File: src/rtl/mem64_arbiter.sv
`timescale 1ns / 1ps
// mem64_arbiter
// Two-requester arbiter and access sequencer for the single-port 64-bit data
// memory of the multicycle RISC-V core. The CPU load/store path and the
// debug/loader port share the memory. Accesses are serialised through
// IDLE -> ACCESS -> DONE. All requester-side and memory-side outputs are registered.
//
// Parameters:
//   RD_LAT    number of ACCESS cycles for a read (1..7). Read data is
//             sampled in the last ACCESS cycle.
// Ports:
//   Clk, Reset                     clock; asynchronous active-high reset
//   cpu_req/we/addr/wdata          CPU request. req is sampled only in IDLE.
//   cpu_gnt, cpu_done              one-cycle accept / complete pulses
//   cpu_rdata                      last CPU read data, held until the next CPU read
//   dbg_*                          same set of ports for the debug/loader port
//   mem_addr, mem_wdata, mem_wr    memory address, write data, write enable
//   mem_rdata                      memory read data
//   busy                           high whenever the state is not IDLE
// Configuration:
//   MEM64_ARB_RR_EN  defined: round-robin on ties. Undefined: the CPU always wins ties.
module mem64_arbiter #(
   parameter int unsigned RD_LAT = 2
) (
   input  logic        Clk,
   input  logic        Reset,
   input  logic        cpu_req,
   input  logic        cpu_we,
   input  logic [63:0] cpu_addr,
   input  logic [63:0] cpu_wdata,
   output logic        cpu_gnt,
   output logic        cpu_done,
   output logic [63:0] cpu_rdata,
   input  logic        dbg_req,
   input  logic        dbg_we,
   input  logic [63:0] dbg_addr,
   input  logic [63:0] dbg_wdata,
   output logic        dbg_gnt,
   output logic        dbg_done,
   output logic [63:0] dbg_rdata,
   output logic [63:0] mem_addr,
   output logic [63:0] mem_wdata,
   output logic        mem_wr,
   input  logic [63:0] mem_rdata,
   output logic        busy
);

   typedef enum logic [1:0] {StIdle, StAccess, StDone} arbState;

   localparam logic [2:0] LastCnt = 3'(RD_LAT - 1);

   arbState    state;
   logic [2:0] accCnt;
   logic       isWrite;
   logic       winnerDbg;
   logic       pickDbg;

`ifdef MEM64_ARB_RR_EN
   // Tracks the last grant. Reset value is dbg, so the CPU wins the first tie.
   logic lastDbg;

   assign pickDbg = dbg_req & (~cpu_req | ~lastDbg);

   always_ff @(posedge Clk or posedge Reset) begin
      if (Reset) begin
         lastDbg <= 1'b1;
      end else if (state == StIdle && (cpu_req || dbg_req)) begin
         lastDbg <= pickDbg;
      end
   end
`else
   assign pickDbg = dbg_req & ~cpu_req;
`endif

   always_ff @(posedge Clk or posedge Reset) begin
      if (Reset) begin
         state     <= StIdle;
         accCnt    <= 3'd0;
         isWrite   <= 1'b0;
         winnerDbg <= 1'b0;
         cpu_gnt   <= 1'b0;
         cpu_done  <= 1'b0;
         cpu_rdata <= 64'd0;
         dbg_gnt   <= 1'b0;
         dbg_done  <= 1'b0;
         dbg_rdata <= 64'd0;
         mem_addr  <= 64'd0;
         mem_wdata <= 64'd0;
         mem_wr    <= 1'b0;
         busy      <= 1'b0;
      end else begin
         // Pulse outputs default low. Each state raises only what it owns.
         cpu_gnt  <= 1'b0;
         dbg_gnt  <= 1'b0;
         cpu_done <= 1'b0;
         dbg_done <= 1'b0;
         mem_wr   <= 1'b0;
         unique case (state)
            StIdle: begin
               if (cpu_req || dbg_req) begin
                  winnerDbg <= pickDbg;
                  isWrite   <= pickDbg ? dbg_we : cpu_we;
                  mem_addr  <= pickDbg ? dbg_addr : cpu_addr;
                  mem_wdata <= pickDbg ? dbg_wdata : cpu_wdata;
                  // Write enable is valid only in the first (and only) write ACCESS cycle.
                  mem_wr    <= pickDbg ? dbg_we : cpu_we;
                  cpu_gnt   <= ~pickDbg;
                  dbg_gnt   <= pickDbg;
                  accCnt    <= 3'd0;
                  busy      <= 1'b1;
                  state     <= StAccess;
               end
            end
            StAccess: begin
               if (isWrite) begin
                  cpu_done <= ~winnerDbg;
                  dbg_done <= winnerDbg;
                  state    <= StDone;
               end else if (accCnt == LastCnt) begin
                  if (winnerDbg) begin
                     dbg_rdata <= mem_rdata;
                  end else begin
                     cpu_rdata <= mem_rdata;
                  end
                  cpu_done <= ~winnerDbg;
                  dbg_done <= winnerDbg;
                  state    <= StDone;
               end else begin
                  accCnt <= accCnt + 3'd1;
               end
            end
            StDone: begin
               busy  <= 1'b0;
               state <= StIdle;
            end
            default: begin
               busy  <= 1'b0;
               state <= StIdle;
            end
         endcase
      end
   end

endmodule

File: config.mk
export PLATFORM = sky130hd
export DESIGN_NAME = mem64_arbiter
export DESIGN_NICKNAME = d
export VERILOG_FILES = /design/src/rtl/mem64_arbiter.sv
export SDC_FILE = /design/constraint.sdc
export NUM_CORES = 1
export LEC_CHECK = 0
export BUFFER_PORTS_ARGS = -buffer_cell sky130_fd_sc_hd__buf_2
export CAP_MARGIN = 20
export CELL_PAD_IN_SITES_DETAIL_PLACEMENT = 0
export CELL_PAD_IN_SITES_GLOBAL_PLACEMENT = 1
export CORE_AREA = 2 2 229 231
export DETAILED_ROUTE_END_ITERATION = 12
export DIE_AREA = 0 0 231 233
export GPL_ROUTABILITY_DRIVEN = 0
export GPL_TIMING_DRIVEN = 0
export PLACE_DENSITY = 0.53
export SYNTH_ARGS = -nofsm -noshare
export SYNTH_HDL_FRONTEND = slang
export SYNTH_SLANG_ARGS = --single-unit
File: constraint.sdc
create_clock -name Clk -period 9.6 [get_ports Clk]
set_clock_uncertainty 0.15 [all_clocks]
set_input_delay 0.48 -clock Clk [delete_from_list [all_inputs] [get_ports Clk]]
set_output_delay 0.48 -clock Clk [all_outputs]
set_load 0.05 [all_outputs]
Yosys cells after proc, flatten, opt, wreduce, memory -nomap -nowiden:

Cells that the tools add are included.

* bitwise operators: 6
* add/subtract/negate cells: 1
* $mul: 0
* reduce and logical (&&, ||, !) cells: 9
* $lt $le $gt $ge: 0
* eq/ne operators: 6
* multiplexer cells: 25
* shift operators: 0
* div/mod/pow operators: 0

Operator list (number)
* $mux W64: 2
* $mux W1: 14
* $reduce_and A4 Y1: 3
* $mux W3: 3
* $mux W2: 3
* $ne A2 B2 Y1 const B: 3
* $pmux W3 S2: 1
* $reduce_and A2 Y1: 3
* $not A1 Y1: 5
* $pmux W2 S2: 1
* $add A3 B1 Y3 const B: 1
* $eq A3 B1 Y1 const B: 1
* $ne A3 B3 Y1 const B: 1
* $eq A2 B1 Y1 const B: 1
* $logic_not A2 Y1: 1
* $pmux W1 S2: 1
* $reduce_bool A2 Y1: 1
* $and A1 B1 Y1: 1
* $logic_or A1 B1 Y1: 1

* memory bits (writable): 0
* memories kept: 0
* input port bits: 326
* bits in latches: 0
* register bits: 269
* bits in read-only memories: 0
* output and inout bits: 262

Longest topological paths before layout:

* depth after elaboration: 5
* depth in mapped cells: 7
* depth with buffers taken out: 5

Worst setup path after synthesis:

OpenSTA, ideal clock, no wires.

* path kind: flip-flop to flip-flop
* start point: reg accCnt[1]
* end point: reg dbg_rdata[0]
* period minus slack after synthesis: 1.937 ns
* stages on the path, launching flop included: 8
* arrival: 1.660 ns
* required time: 9.323 ns
* slack: 7.663 ns
* path buffers: 2
* setup time: 0.127 ns
* path through: dfrtp_1 > inv_1 > ha_1 > nor2b_1 > and3_1 > buf_4 > buf_6 > mux2_1

* word-level cells in the longest chain between the ends: 2

RTL lines
* from (decl): RTL line 53 `logic [2:0] accCnt;`
* from (signal assigned): RTL line 129 `accCnt <= accCnt + 3'd1;`
* $eq A3 B1 Y1: RTL line 119 `end else if (accCnt == LastCnt) begin`
* $reduce_and A4 Y1 (no line)
* to (signal assigned): RTL line 121 `dbg_rdata <= mem_rdata;`
* to (decl): RTL line 40 `output logic [63:0] dbg_rdata,`

Every way passes these cells.
A chain may end at the register's enable or synchronous reset.

Worst setup path in the final report:

* start point: reg accCnt[1]
* end point: reg cpu_rdata[54]

* word-level cells in the longest chain between the ends: 2

RTL lines
* $eq A3 B1 Y1: RTL line 119
* $reduce_and A4 Y1 (no line)
* to (signal assigned): RTL line 123 `cpu_rdata <= mem_rdata;`
* to (decl): RTL line 33 `output logic [63:0] cpu_rdata,`

Every way passes these cells.

==> flow_summary.ini <==
[logic_synthesis]
synth.net_count = 1220
synth_seq_cells = 269
synth.distinct_cells = 30
ys_warn_count = 0
synth_cells = 892
syn_area_mm2 = 0.0114
yosysSeqAreaShare = 0.591
syn_avg_cell_area_um2 = 12.8

[timing]
fin_crit_sh = 0.247
fin_crit_ns = 2.37
hold_viol = 0
fin_hold_ws_ns = 0.0350
fmax_mhz = 422
worst_slack_ns = 7.23
setup_violations = 0
drv_slew = 0
rsz0062_at_grt = no
tightest_slew_ns = 0.807
slew-limit-headroom = 0.462

[clocking]
cts.sink_count = 269
clkTransAtPathRegs_ns = 0.06
clkLatencyLatePin_ns = 0.53
clk_path_buf_depth = 3
cts_tree = yes
cts-root-buf = clkbuf_16
htree_levels = 2
numCtsBuffers = 35
cts_setup_buffers = 0

[cells_and_area]
fin_area_mm2 = 0.0167
multi_input_area_mm2 = 0.00426
drive_above_1_share = 0.473
nNetsFinal = 1877
syn_to_final_growth_pct = 46.6
regArea_mm2 = 0.00673
fillers = 5337

[place]
placed_area_mm2 = 0.0152
io_buffers = 587
place_ws_ns = 6.95
hpwl_um = 35000

[floorplan]
start_util = 0.223
die_h_um = 233
fp.dieW_um = 231
num_rows = 83
dieArea_mm2 = 0.0538
core_area_mm2 = 0.0511
ios = 588

[worst_setup_path]
critPathKind = reg2reg
end_kind = flop
cp.arrival_ns = 2.63
path_max_fanout = 10
critPathLaunchType = flop
worst_ep_required_time_ns = 9.86

[detailed_routing]
drt_iter0_markers = 306
ant_nets = 0
routed_wl_um = 44700
avgRoutedWirePerCell_um = 19.8
vias = 9689
drc = 0
dr.pass1.iters = 4
viasPerCell = 4.30

[run_status]
status = finished, final reports clean

[pwr]
p_int_mw = 3.32
swShare = 0.524
powerDensity_mw_per_mm2 = 417
pwr-share-clk = 0.187
combPwrFrac = 0.530
peakVddDrop_uv = 110
seqPwrFrac = 0.283
p_sw_mw = 3.64
power.total_mw = 6.96
p_leak_nw = 8.67

[grt]
antenna_found_initial = 7
first_global_vias = 10116
track_usage = 0.161
grt_pass1_wl_um = 64700
grt_max_degree = 112
grt-ovfl-total = 0

[flow_run]
maxCapViolCount = 0

[worst_hold_path]
hp-class = in2reg
## logic make-up after synthesis
kind of cell,synth area share
flip-flops,0.591
AO/OA/AOI/OAI,0.120
multiplexers,0.240
buffers and inverters,0.0359
AND/OR/NAND/NOR,0.0110
adder cells (fa/ha/maj),0.00220
## final timing paths
kind | from | endpoint | slack, ns | cells after the start
setup / recovery | accCnt[1]$_DFFE_PP0P_ | cpu_rdata[54]$_DFFE_PP0P_ | 7.23 | 6
hold / removal | mem_rdata[4] | dbg_rdata[4]$_DFFE_PP0P_ | 0.04 | 2
setup reg to reg | accCnt[1]$_DFFE_PP0P_ | cpu_rdata[54]$_DFFE_PP0P_ | 7.23 | 6
hold reg to reg | dbg_rdata[51]$_DFFE_PP0P_ | dbg_rdata[51]$_DFFE_PP0P_ | 0.33 | 1
max in group asynchronous | Reset | mem_addr[55]$_DFFE_PP0P_ | 7.94 | 4
min in group asynchronous | Reset | dbg_rdata[20]$_DFFE_PP0P_ | 0.36 | 3
## placed cells by master (no fill, tap or decap), drive strengths merged, types with 2 or more instances in the layout
master and count:
dlygate4sd3 31, nor2 7, nor3b 2, mux2i 129
clkinv 3, diode 3, nor2b 3, mux2 128
dfrtp 269, o21ai 260, buf 622, inv 8
clkbuf 90, clkinvlp 2, ha 2, nand2b 2
## Yosys cell counts (all sizes together)
cell type,number,share of area
dfrtp,269,0.59
o21ai,260,0.11
mux2i,129,0.11
mux2,128,0.13
clkbuf,38,0.013
buf,33,0.021
nor2,7,0.0023
inv,6,0.0020
nor2b,3,0.0016
ha,2,0.0022
nand2b,2,0.0011
nor3b,2,0.0023
a2111oi,1,0.0024
a21o,1,0.00066
a21oi,1,0.00044
a32oi,1,0.00077
and2,1,0.00055
and3,1,0.00055
nand2,1,0.00033
nand3,1,0.00088
o211ai,1,0.00066
o221ai,1,0.00077
o22ai,1,0.00055
or2,1,0.00055
or3b,1,0.00077
## power groups by stage
stage          sequential [mW]  clock [mW]  combinational [mW]
4_1_cts                   1.97        1.35                3.73
6_report                  1.97        1.30                3.69
5_1_grt                   2.04        1.39                3.89
2_1_floorplan             3.89           0               0.714
3_3_place_gp              1.97           0                3.71
3_5_place_dp              1.99           0                3.72
## flip-flops by register name, indices dropped and copies added, names as in the netlist, 2 cells and up
name	count
cpu_rdata	64
dbg_rdata	64
mem_addr	64
mem_wdata	64
accCnt	3
state	2
## critical path: stages (launching register included)
cell and delay (ns):
dfrtp_1 0.40, inv_1 0.06, ha_1 0.15, nor2b_1 0.38, nand3_2 0.39, buf_2 0.36, mux2_1 0.34
## timing repair
action                    4_1_cts  5_1_grt
hold endpoints to repair       89        0
hold buffers                   31        0
resized for setup               0        0
## area by class of cell
type                       count  share of cell area
clock inverter                 8             0.00547
tap                          680              0.0509
antenna                        3            0.000449
clock buffer                  52              0.0629
inverter                       6             0.00180
timing repair buffer         620               0.198
sequential                   269               0.403
multi-input combinational    546               0.255
buffer                        71              0.0231
## through the flow
step / TNS (ns) / cells / utilization
4_1_cts: 0 / 2252 / 0.327
2_1_floorplan: 0 / 892 / -
5_1_grt: 0 / 2253 / 0.327
3_3_place_gp: -535.85 / 2159 / 0.297
6_report: 0 / 2255 / 0.327
3_5_place_dp: 0 / 2161 / 0.298
## per-layer routing
metal  up-vias  track usage  part of all wire
met5         -            0            0.0010
met4         6       0.0458             0.024
met3        61       0.0621             0.095
met2       405        0.275              0.48
met1      4687        0.187              0.40
li1       4530            -                 -
Power figures use the tool's default switching activity.
